===== src/rtl/ascon_pack.sv =====
// Shared types, mode encodings and helpers for the Ascon permutation engine.
package ascon_pack;

  // Word x0 is element 0.
  typedef logic [0:4][63:0] type_state;

  localparam logic [1:0] MODE_P12 = 2'b00;
  localparam logic [1:0] MODE_P8  = 2'b01;
  localparam logic [1:0] MODE_P6  = 2'b10;
  localparam logic [1:0] MODE_RSV = 2'b11;

  function automatic logic [7:0] round_const(input logic [3:0] r);
    return {4'd15 - r, r};
  endfunction

  function automatic logic [3:0] n_rounds(input logic [1:0] mode);
    case (mode)
      MODE_P12: return 4'd12;
      MODE_P8:  return 4'd8;
      MODE_P6:  return 4'd6;
      default:  return 4'd0;
    endcase
  endfunction

endpackage


===== src/rtl/ascon_round_unit.sv =====
// One combinational Ascon round: constant addition, bitsliced S-box, linear diffusion.
module ascon_round_unit
  import ascon_pack::*;
(
  input  type_state  state_i,
  input  logic [3:0] rnd_i,
  input  logic       bypass_i,
  output type_state  state_o
);

  function automatic logic [63:0] ror(input logic [63:0] v, input int unsigned n);
    return (v >> n) | (v << (64 - n));
  endfunction

  logic [63:0] c2;
  logic [63:0] a0, a1, a2, a3, a4;
  logic [63:0] b0, b1, b2, b3, b4;
  logic [63:0] s0, s1, s2, s3, s4;
  type_state   rnd_out;

  assign c2 = state_i[2] ^ {56'd0, round_const(rnd_i)};

  assign a0 = state_i[0] ^ state_i[4];
  assign a1 = state_i[1];
  assign a2 = c2 ^ state_i[1];
  assign a3 = state_i[3];
  assign a4 = state_i[4] ^ state_i[3];

  // chi-like core of the S-box
  assign b0 = a0 ^ (~a1 & a2);
  assign b1 = a1 ^ (~a2 & a3);
  assign b2 = a2 ^ (~a3 & a4);
  assign b3 = a3 ^ (~a4 & a0);
  assign b4 = a4 ^ (~a0 & a1);

  assign s0 = b0 ^ b4;
  assign s1 = b1 ^ b0;
  assign s2 = ~b2;
  assign s3 = b3 ^ b2;
  assign s4 = b4;

  assign rnd_out[0] = s0 ^ ror(s0, 19) ^ ror(s0, 28);
  assign rnd_out[1] = s1 ^ ror(s1, 61) ^ ror(s1, 39);
  assign rnd_out[2] = s2 ^ ror(s2, 1)  ^ ror(s2, 6);
  assign rnd_out[3] = s3 ^ ror(s3, 10) ^ ror(s3, 17);
  assign rnd_out[4] = s4 ^ ror(s4, 7)  ^ ror(s4, 41);

  assign state_o = bypass_i ? state_i : rnd_out;

endmodule


===== src/rtl/ascon_perm_engine.sv =====
// Self-sequenced Ascon p12/p8/p6 permutation, UNROLL rounds per clock.
module ascon_perm_engine
  import ascon_pack::*;
#(
  parameter int unsigned UNROLL           = 1,
  parameter bit          RESET_STATE_ZERO = 1'b1
) (
  input  logic       clock_i,
  input  logic       reset_i,
  input  logic       start_i,
  input  logic [1:0] mode_i,
  input  type_state  state_i,
  output logic       ready_o,
  output logic       busy_o,
  output logic       done_o,
  output logic       err_o,
  output type_state  state_o
);

  if (UNROLL < 1 || UNROLL > 4) begin : g_bad_unroll
    $error("ascon_perm_engine: UNROLL must be in 1..4");
  end

  typedef enum logic [0:0] {StIdle, StRun} fsm_e;

  fsm_e       fsm_q, fsm_d;
  logic [4:0] cnt_q, cnt_d;
  logic       done_q, done_d;
  logic       err_q, err_d;
  type_state  state_q, state_d;

  logic       accept;
  logic [4:0] r0, base, cnt_sum;
  type_state  chain [UNROLL+1];

  assign accept  = (fsm_q == StIdle) && start_i && (mode_i != MODE_RSV);
  assign r0      = 5'd12 - {1'b0, n_rounds(mode_i)};
  assign base    = accept ? r0 : cnt_q;
  assign cnt_sum = base + 5'(UNROLL);
  assign chain[0] = accept ? state_i : state_q;

  // 5-bit index so units beyond round 11 bypass instead of wrapping
  for (genvar k = 0; k < UNROLL; k++) begin : g_unit
    logic [4:0] idx;
    assign idx = base + 5'(k);
    ascon_round_unit u_round (
      .state_i (chain[k]),
      .rnd_i   (idx[3:0]),
      .bypass_i(idx > 5'd11),
      .state_o (chain[k+1])
    );
  end

  always_comb begin
    fsm_d   = fsm_q;
    cnt_d   = cnt_q;
    state_d = state_q;
    done_d  = 1'b0;
    err_d   = 1'b0;
    unique case (fsm_q)
      StIdle: begin
        if (start_i) begin
          if (mode_i == MODE_RSV) begin
            err_d = 1'b1;
          end else begin
            state_d = chain[UNROLL];
            cnt_d   = cnt_sum;
            if (cnt_sum >= 5'd12) done_d = 1'b1;
            else                  fsm_d  = StRun;
          end
        end
      end
      StRun: begin
        state_d = chain[UNROLL];
        cnt_d   = cnt_sum;
        if (cnt_sum >= 5'd12) begin
          done_d = 1'b1;
          fsm_d  = StIdle;
        end
      end
      default: fsm_d = StIdle;
    endcase
  end

  always_ff @(posedge clock_i) begin
    if (reset_i) begin
      fsm_q  <= StIdle;
      cnt_q  <= '0;
      done_q <= 1'b0;
      err_q  <= 1'b0;
    end else begin
      fsm_q  <= fsm_d;
      cnt_q  <= cnt_d;
      done_q <= done_d;
      err_q  <= err_d;
    end
  end

  if (RESET_STATE_ZERO) begin : g_state_rst
    always_ff @(posedge clock_i) begin
      if (reset_i) state_q <= '0;
      else         state_q <= state_d;
    end
  end else begin : g_state_norst
    always_ff @(posedge clock_i) begin
      state_q <= state_d;
    end
  end

  assign ready_o = (fsm_q == StIdle);
  assign busy_o  = (fsm_q == StRun);
  assign done_o  = done_q;
  assign err_o   = err_q;
  assign state_o = state_q;

endmodule


===== config.mk =====
export PLATFORM = sky130hd
export DESIGN_NAME = ascon_perm_engine
export DESIGN_NICKNAME = d
export VERILOG_FILES = /design/src/rtl/ascon_pack.sv /design/src/rtl/ascon_round_unit.sv /design/src/rtl/ascon_perm_engine.sv
export SDC_FILE = /design/constraint.sdc
export NUM_CORES = 2
export LEC_CHECK = 0
export BUFFER_PORTS_ARGS = -buffer_cell sky130_fd_sc_hd__buf_2
export CAP_MARGIN = 10
export CORE_ASPECT_RATIO = 1.75
export CORE_MARGIN = 5
export CORE_UTILIZATION = 47
export CTS_BUF_LIST = sky130_fd_sc_hd__clkbuf_16
export DETAILED_ROUTE_END_ITERATION = 10
export GPL_ROUTABILITY_DRIVEN = 1
export PLACE_DENSITY = 0.75
export REMOVE_ABC_BUFFERS = 1
export SETUP_SLACK_MARGIN = 0.05
export SYNTH_ARGS = -nofsm -noshare
export SYNTH_HDL_FRONTEND = slang
export SYNTH_HIERARCHICAL = 1
export SYNTH_SLANG_ARGS = --single-unit

===== constraint.sdc =====
create_clock -name clock_i -period 3.45 [get_ports clock_i]
set_input_delay 0.1725 -clock clock_i [delete_from_list [all_inputs] [get_ports clock_i]]
set_output_delay 0.1725 -clock clock_i [all_outputs]
set_load 0.02 [all_outputs]

# ---- Word level (Yosys, flattened, before mapping)
# Cells that the tools add are included.
dict set report classes {
  addsub 3
  n_mul 0
  div_mod_pow 0
  n_lt_le_gt_ge 2
  eq_ne 6
  n_shift 0
  muxes 19
  bitwise_logic 45
  reduce_logical 5
}
# op count
set ops {}
lappend ops {{bitwise XOR 64 bit} 21}
lappend ops {{two-way mux 320 bit} 4}
lappend ops {{case mux 320 bit (2 select lines)} 1}
lappend ops {{NOT 64 bit} 6}
lappend ops {{AND 64 bit} 5}
lappend ops {{bitwise OR 23 x 64 -> 64 bit} 1}
lappend ops {{bitwise OR 25 x 64 -> 64 bit} 1}
lappend ops {{bitwise OR 3 x 64 -> 64 bit} 1}
lappend ops {{bitwise OR 36 x 64 -> 64 bit} 1}
lappend ops {{bitwise OR 45 x 64 -> 64 bit} 1}
lappend ops {{bitwise OR 47 x 64 -> 64 bit} 1}
lappend ops {{bitwise OR 54 x 64 -> 64 bit} 1}
lappend ops {{bitwise OR 57 x 64 -> 64 bit} 1}
lappend ops {{bitwise OR 58 x 64 -> 64 bit} 1}
lappend ops {{bitwise OR 63 x 64 -> 64 bit} 1}
lappend ops {{bitwise XOR 64 x 8 -> 64 bit} 1}
lappend ops {{two-way mux 5 bit} 3}
lappend ops {{case mux 4 bit (3 select lines)} 1}
lappend ops {{case mux 5 bit (2 select lines)} 1}
lappend ops {{two-way mux 1 bit} 7}
lappend ops {{!= test 2 bit (second input constant)} 3}
lappend ops {{adder 5 x 1 -> 5 bit (second input constant)} 1}
lappend ops {{greater-or-equal comparator 5 x 4 -> 1 bit (second input constant)} 1}
lappend ops {{> comparator 5 x 4 -> 1 bit (second input constant)} 1}
lappend ops {{10 further kinds} 14}
dict set report word_totals {
  ff_bits 328
  latch_bits 0
  ram_bits 0
  romBits 0
  inputBits 325
  out_inout_bits 324
  wordCells 89
  n_memories 0
}

# ---- Longest topological paths before layout
dict set report logic_depth {
  word_depth 18
  mapped_depth 16
  depth_no_buf 13
}

# ---- Hierarchy
# Netlist, hierarchy kept.
# module instances cells_each area_each_um2 seq_area_each_um2
set by_module_without_submodules {}
lappend by_module_without_submodules {ascon_round_unit 1 2130 19682.6 0.0}
lappend by_module_without_submodules {ascon_perm_engine 1 2478 15300.9 6566.3}

# ---- Worst setup path after synthesis
# Ideal clock, no wire load.
dict set report synth_timing {
  path_type {reg2reg}
  from {register fsm_q, in the netlist busy_o}
  to {register state_q (netlist bit state_o[111])}
  t_arrival_ps 3322
  slack_ps -4
  stages_incl_launch_ff 16
  synth_period_minus_slack_ps 3454
  cell_sequence {dfxtp_1 -> buf_2 -> or2b_1 -> a21oi_2 -> buf_2 -> buf_2 -> nand2_1 -> nand2_1 -> xor2_1 -> ha_1 -> xnor2_1 -> xnor2_1 -> xnor3_1 -> mux2_2 -> nand2_1 -> a21oi_1}
}
# item line
set synth_lines {}
lappend synth_lines {{start, declared} ascon_perm_engine.sv:26} ;# fsm_e fsm_q, fsm_d;
lappend synth_lines {{start signal, assigned} ascon_perm_engine.sv:87} ;# fsm_q <= StIdle;
lappend synth_lines {{start signal, assigned} ascon_perm_engine.sv:92} ;# fsm_q <= fsm_d;
lappend synth_lines {{end signal, assigned} ascon_perm_engine.sv:102} ;# else state_q <= state_d;
lappend synth_lines {{end, declared} ascon_perm_engine.sv:30} ;# type_state state_q, state_d;

==> results.tsv <==
stage	metric	value	unit
critical_path	Max stage delay on crit path	0.50	ns
detailed_routing	Post-Route WL	179.0	mm
global_route	antenna violations before repair	3	
die	core area	73990	sq um
detailed_routing	WL/cell	26.36	um
flow_run	max_cap viols	0	
sta	Worst Clk Skew	0.04458	ns
cells_and_area	Finished Cell Area	48450	sq um
sta	Worst-Margin Slew	0.9063	ns
die	Die H	370.9	um
yosys	fraction of registers with async set/reset	0	%
placement	GP Congestion	1.064	
detailed_routing	post-route ant nets	0	
worst_hold_path	hold depth	7	
critical_path	CP endpoint kind	register	
cts	CTS tree	done	
sta	fin crit period	3.476	ns
yosys	area share of the largest cell type after synthesis	20.92	%
yosys	Cell Area, Synth	34980	sq um
detailed_routing	via count	37719	
cells_and_area	area grow syn2layout	38.48	%
yosys	Top FF cell, synth	dfxtp_1	
critical_path	R2R cell count	17	
run_status	violated checks	setup timing	
sta	RSZ-0062 raised after global routing	yes	
worst_hold_path	Hold Crit Class	input pin to register	
global_route	total track usage	41.81	%
detailed_routing	DRC Markers	0	
critical_path	crit-path max FO	10	
yosys	Yosys reg bits	328	
critical_path	path length in cells of the critical path	17	
cells_and_area	fin nets	6277	
detailed_routing	First-pass DRT Iterations	8	
cells_and_area	layout cells sized above 1	35.63	%
cts	Clk Latency, worst-skew pair	0.62	ns
sta	FMAX	287.7	MHz
critical_path	worst path bufs/invs	6	
yosys	Seq/Total Area, Yosys	18.77	%
yosys	Cell variety after synth	44	
placement	Placed Area	44130	sq um
critical_path	Worst Path Class, Setup	register to register	
global_route	vias in the first global route	35945	
yosys	EDFF count, synth	0	
sta	final hold violation count	0	
yosys	Commonest cells post-synth	nand2_1, a21oi_1, dfxtp_1, xnor2_1, xnor3_1	
cts	Clock Sink Count	328	
cts	H-tree levels	2	
critical_path	element type at the critical path start	register	
cts	root buffer cell	clkbuf_16	
yosys	cell accounting for the most synthesized area	nand2_1	
sta	period utilization	100.8	%
critical_path	critical path's most frequent cell	nand2_1	
cts	deepest clock path buffer count	3	
die	die width	216.2	um
run_status	outcome	finished with violations	
yosys	Gate Count Post-Synth	4608	
critical_path	critical path, cell by cell	or2b_1 -> a21oi_4 -> buf_12 -> buf_16 -> buf_4 -> buf_6 -> nand2_1 -> nand2_1 -> inv_1 -> ha_1 -> xnor2_4 -> xor2_2 -> buf_6 -> xnor3_2 -> o21ai_2 -> nand2_1 -> a21oi_2	
cts	Worst-path clk slew	0.06	ns
global_route	largest net degree at the start of global routing	128	
cts	Inserted Clock Buffers	37	
sta	worst setup margin	-0.02624	ns
die	Ports	649	
yosys	Yosys warnings	6	
critical_path	Worst EP required	3.97	ns
die	full die area	80200	sq um
critical_path	worst path arrival time	4.00	ns
global_route	met1 Track Usage GR	47.21	%
placement	PortBufs	648	
sta	Relative slew margins	39.58	%
die	FP Rows	132	
global_route	GR Layer Usage met2	69.02	%
cells_and_area	Core Util, Final	65.47	%
placement	HPWL Detailed	143.4	mm
yosys	Avg Cell Area, Syn	7.592	sq um
sta	Min Hold Slack	0.09657	ns
critical_path	cell family with most CP delay	XOR/XNOR gates	
die	Initial Utilization	47.28	%
detailed_routing	1st-iter DRT viols	3838	
critical_path	Crit-path slowest cell	xnor3_2	
yosys	most common cell in the netlist	nand2_1	
sta	endpoints failing setup	1	
global_route	gr busiest metal	met2	
yosys	synth top area cells	nand2_1, dfxtp_1, xnor3_1, xnor2_1, a21oi_1	
global_route	gr ovfl total	0	
global_route	M3 GR Usage	5.846	%
global_route	global-route wire length before repair	244.3	mm
detailed_routing	Vias/cell	5.555	
sta	Final Slew Violations	0	
## what timing repair did
action                                  CTS  global route
endpoints found under the setup margin  118           239
cloned                                    3             2
pin swaps                                33           134
endpoints found under the hold margin     0             0
gates resized for setup                 106           364
setup buffers                            20            60
hold buffers                              0             0
## metrics by stage
stage,setup slack (ns),instances,setup TNS [ns]
after detailed placement,-0.2703,6639,-2.584
final,-0.02624,6790,-0.02624
after global routing,-0.1030,6789,-0.3819
after CTS,0.02901,6728,0
after global placement,-0.2471,6639,-1.691
after floorplan,-39.56,4372,-
## flip-flops by register name, indices dropped and copies added (netlist names)
name / cells
busy_o: 1
cnt_q: 5
done_o: 1
err_o: 1
state_o: 320
## worst reg2reg max path: stages (launching register included)
cell,delay (ns)
dfxtp_1,0.32
or2b_1,0.26
a21oi_4,0.15
buf_12,0.17
buf_16,0.18
buf_4,0.16
buf_6,0.10
nand2_1,0.06
nand2_1,0.10
inv_1,0.07
ha_1,0.25
xnor2_4,0.20
xor2_2,0.26
buf_6,0.16
xnor3_2,0.50
o21ai_2,0.24
nand2_1,0.09
a21oi_2,0.13
## cells in the final DEF, fill, tap and decap left out, drive strengths merged, types with 4 or more instances in the layout
cell,count
nand2,1950
buf,1411
xnor2,427
a21oi,397
dfxtp,328
xnor3,256
o21ai,219
xor2,203
inv,151
ha,128
nor2,125
mux2,119
clkbuf,41
mux2i,36
clkinv,14
xor3,9
maj3,6
and2,4
## final timing paths
| check | startpoint | to | slack, ns |
|---|---|---|---|
| worst max-delay path | busy_o$_SDFF_PP0_ | state_o[118]$_SDFFE_PP0P_ | -0.03 |
| worst min-delay path | state_i[215] | state_o[215]$_SDFFE_PP0P_ | 0.1 |
| worst max register to register | busy_o$_SDFF_PP0_ | state_o[118]$_SDFFE_PP0P_ | -0.03 |
| worst min register to register | state_o[126]$_SDFFE_PP0P_ | state_o[126]$_SDFFE_PP0P_ | 0.46 |
## cell type report
type,instances,area [sq um]
diodes,1,2.502
clock buffers,39,975.9
clock inverters,27,170.2
fillers,6576,25550
inverters,141,529.3
multi-input cells,3903,29030
flip-flops and latches,328,6566
well taps,938,1174
repair buffers,1413,9997
## kinds of logic after synthesis
logic type / count (synthesis) / synth area share (%)
compound gates: 625 / 9.056
fa+ha+maj: 134 / 4.750
xor+xnor: 895 / 35.47
flops: 328 / 18.77
simple gates: 2094 / 22.66
mux: 155 / 4.861
buf+inv: 377 / 4.435
## layer usage
| metal | share of wire, % | routed length, um |
|---|---|---|
| met1 | 35 | 62180 |
| met4 | 12 | 20810 |
| met2 | 46 | 81860 |
| met3 | 7.9 | 14140 |
| met5 | 0.0045 | 8 |
Power is left out: the tool's default activity adds up to more than one toggle a clock period on the data nets, which glitch-free logic cannot reach.
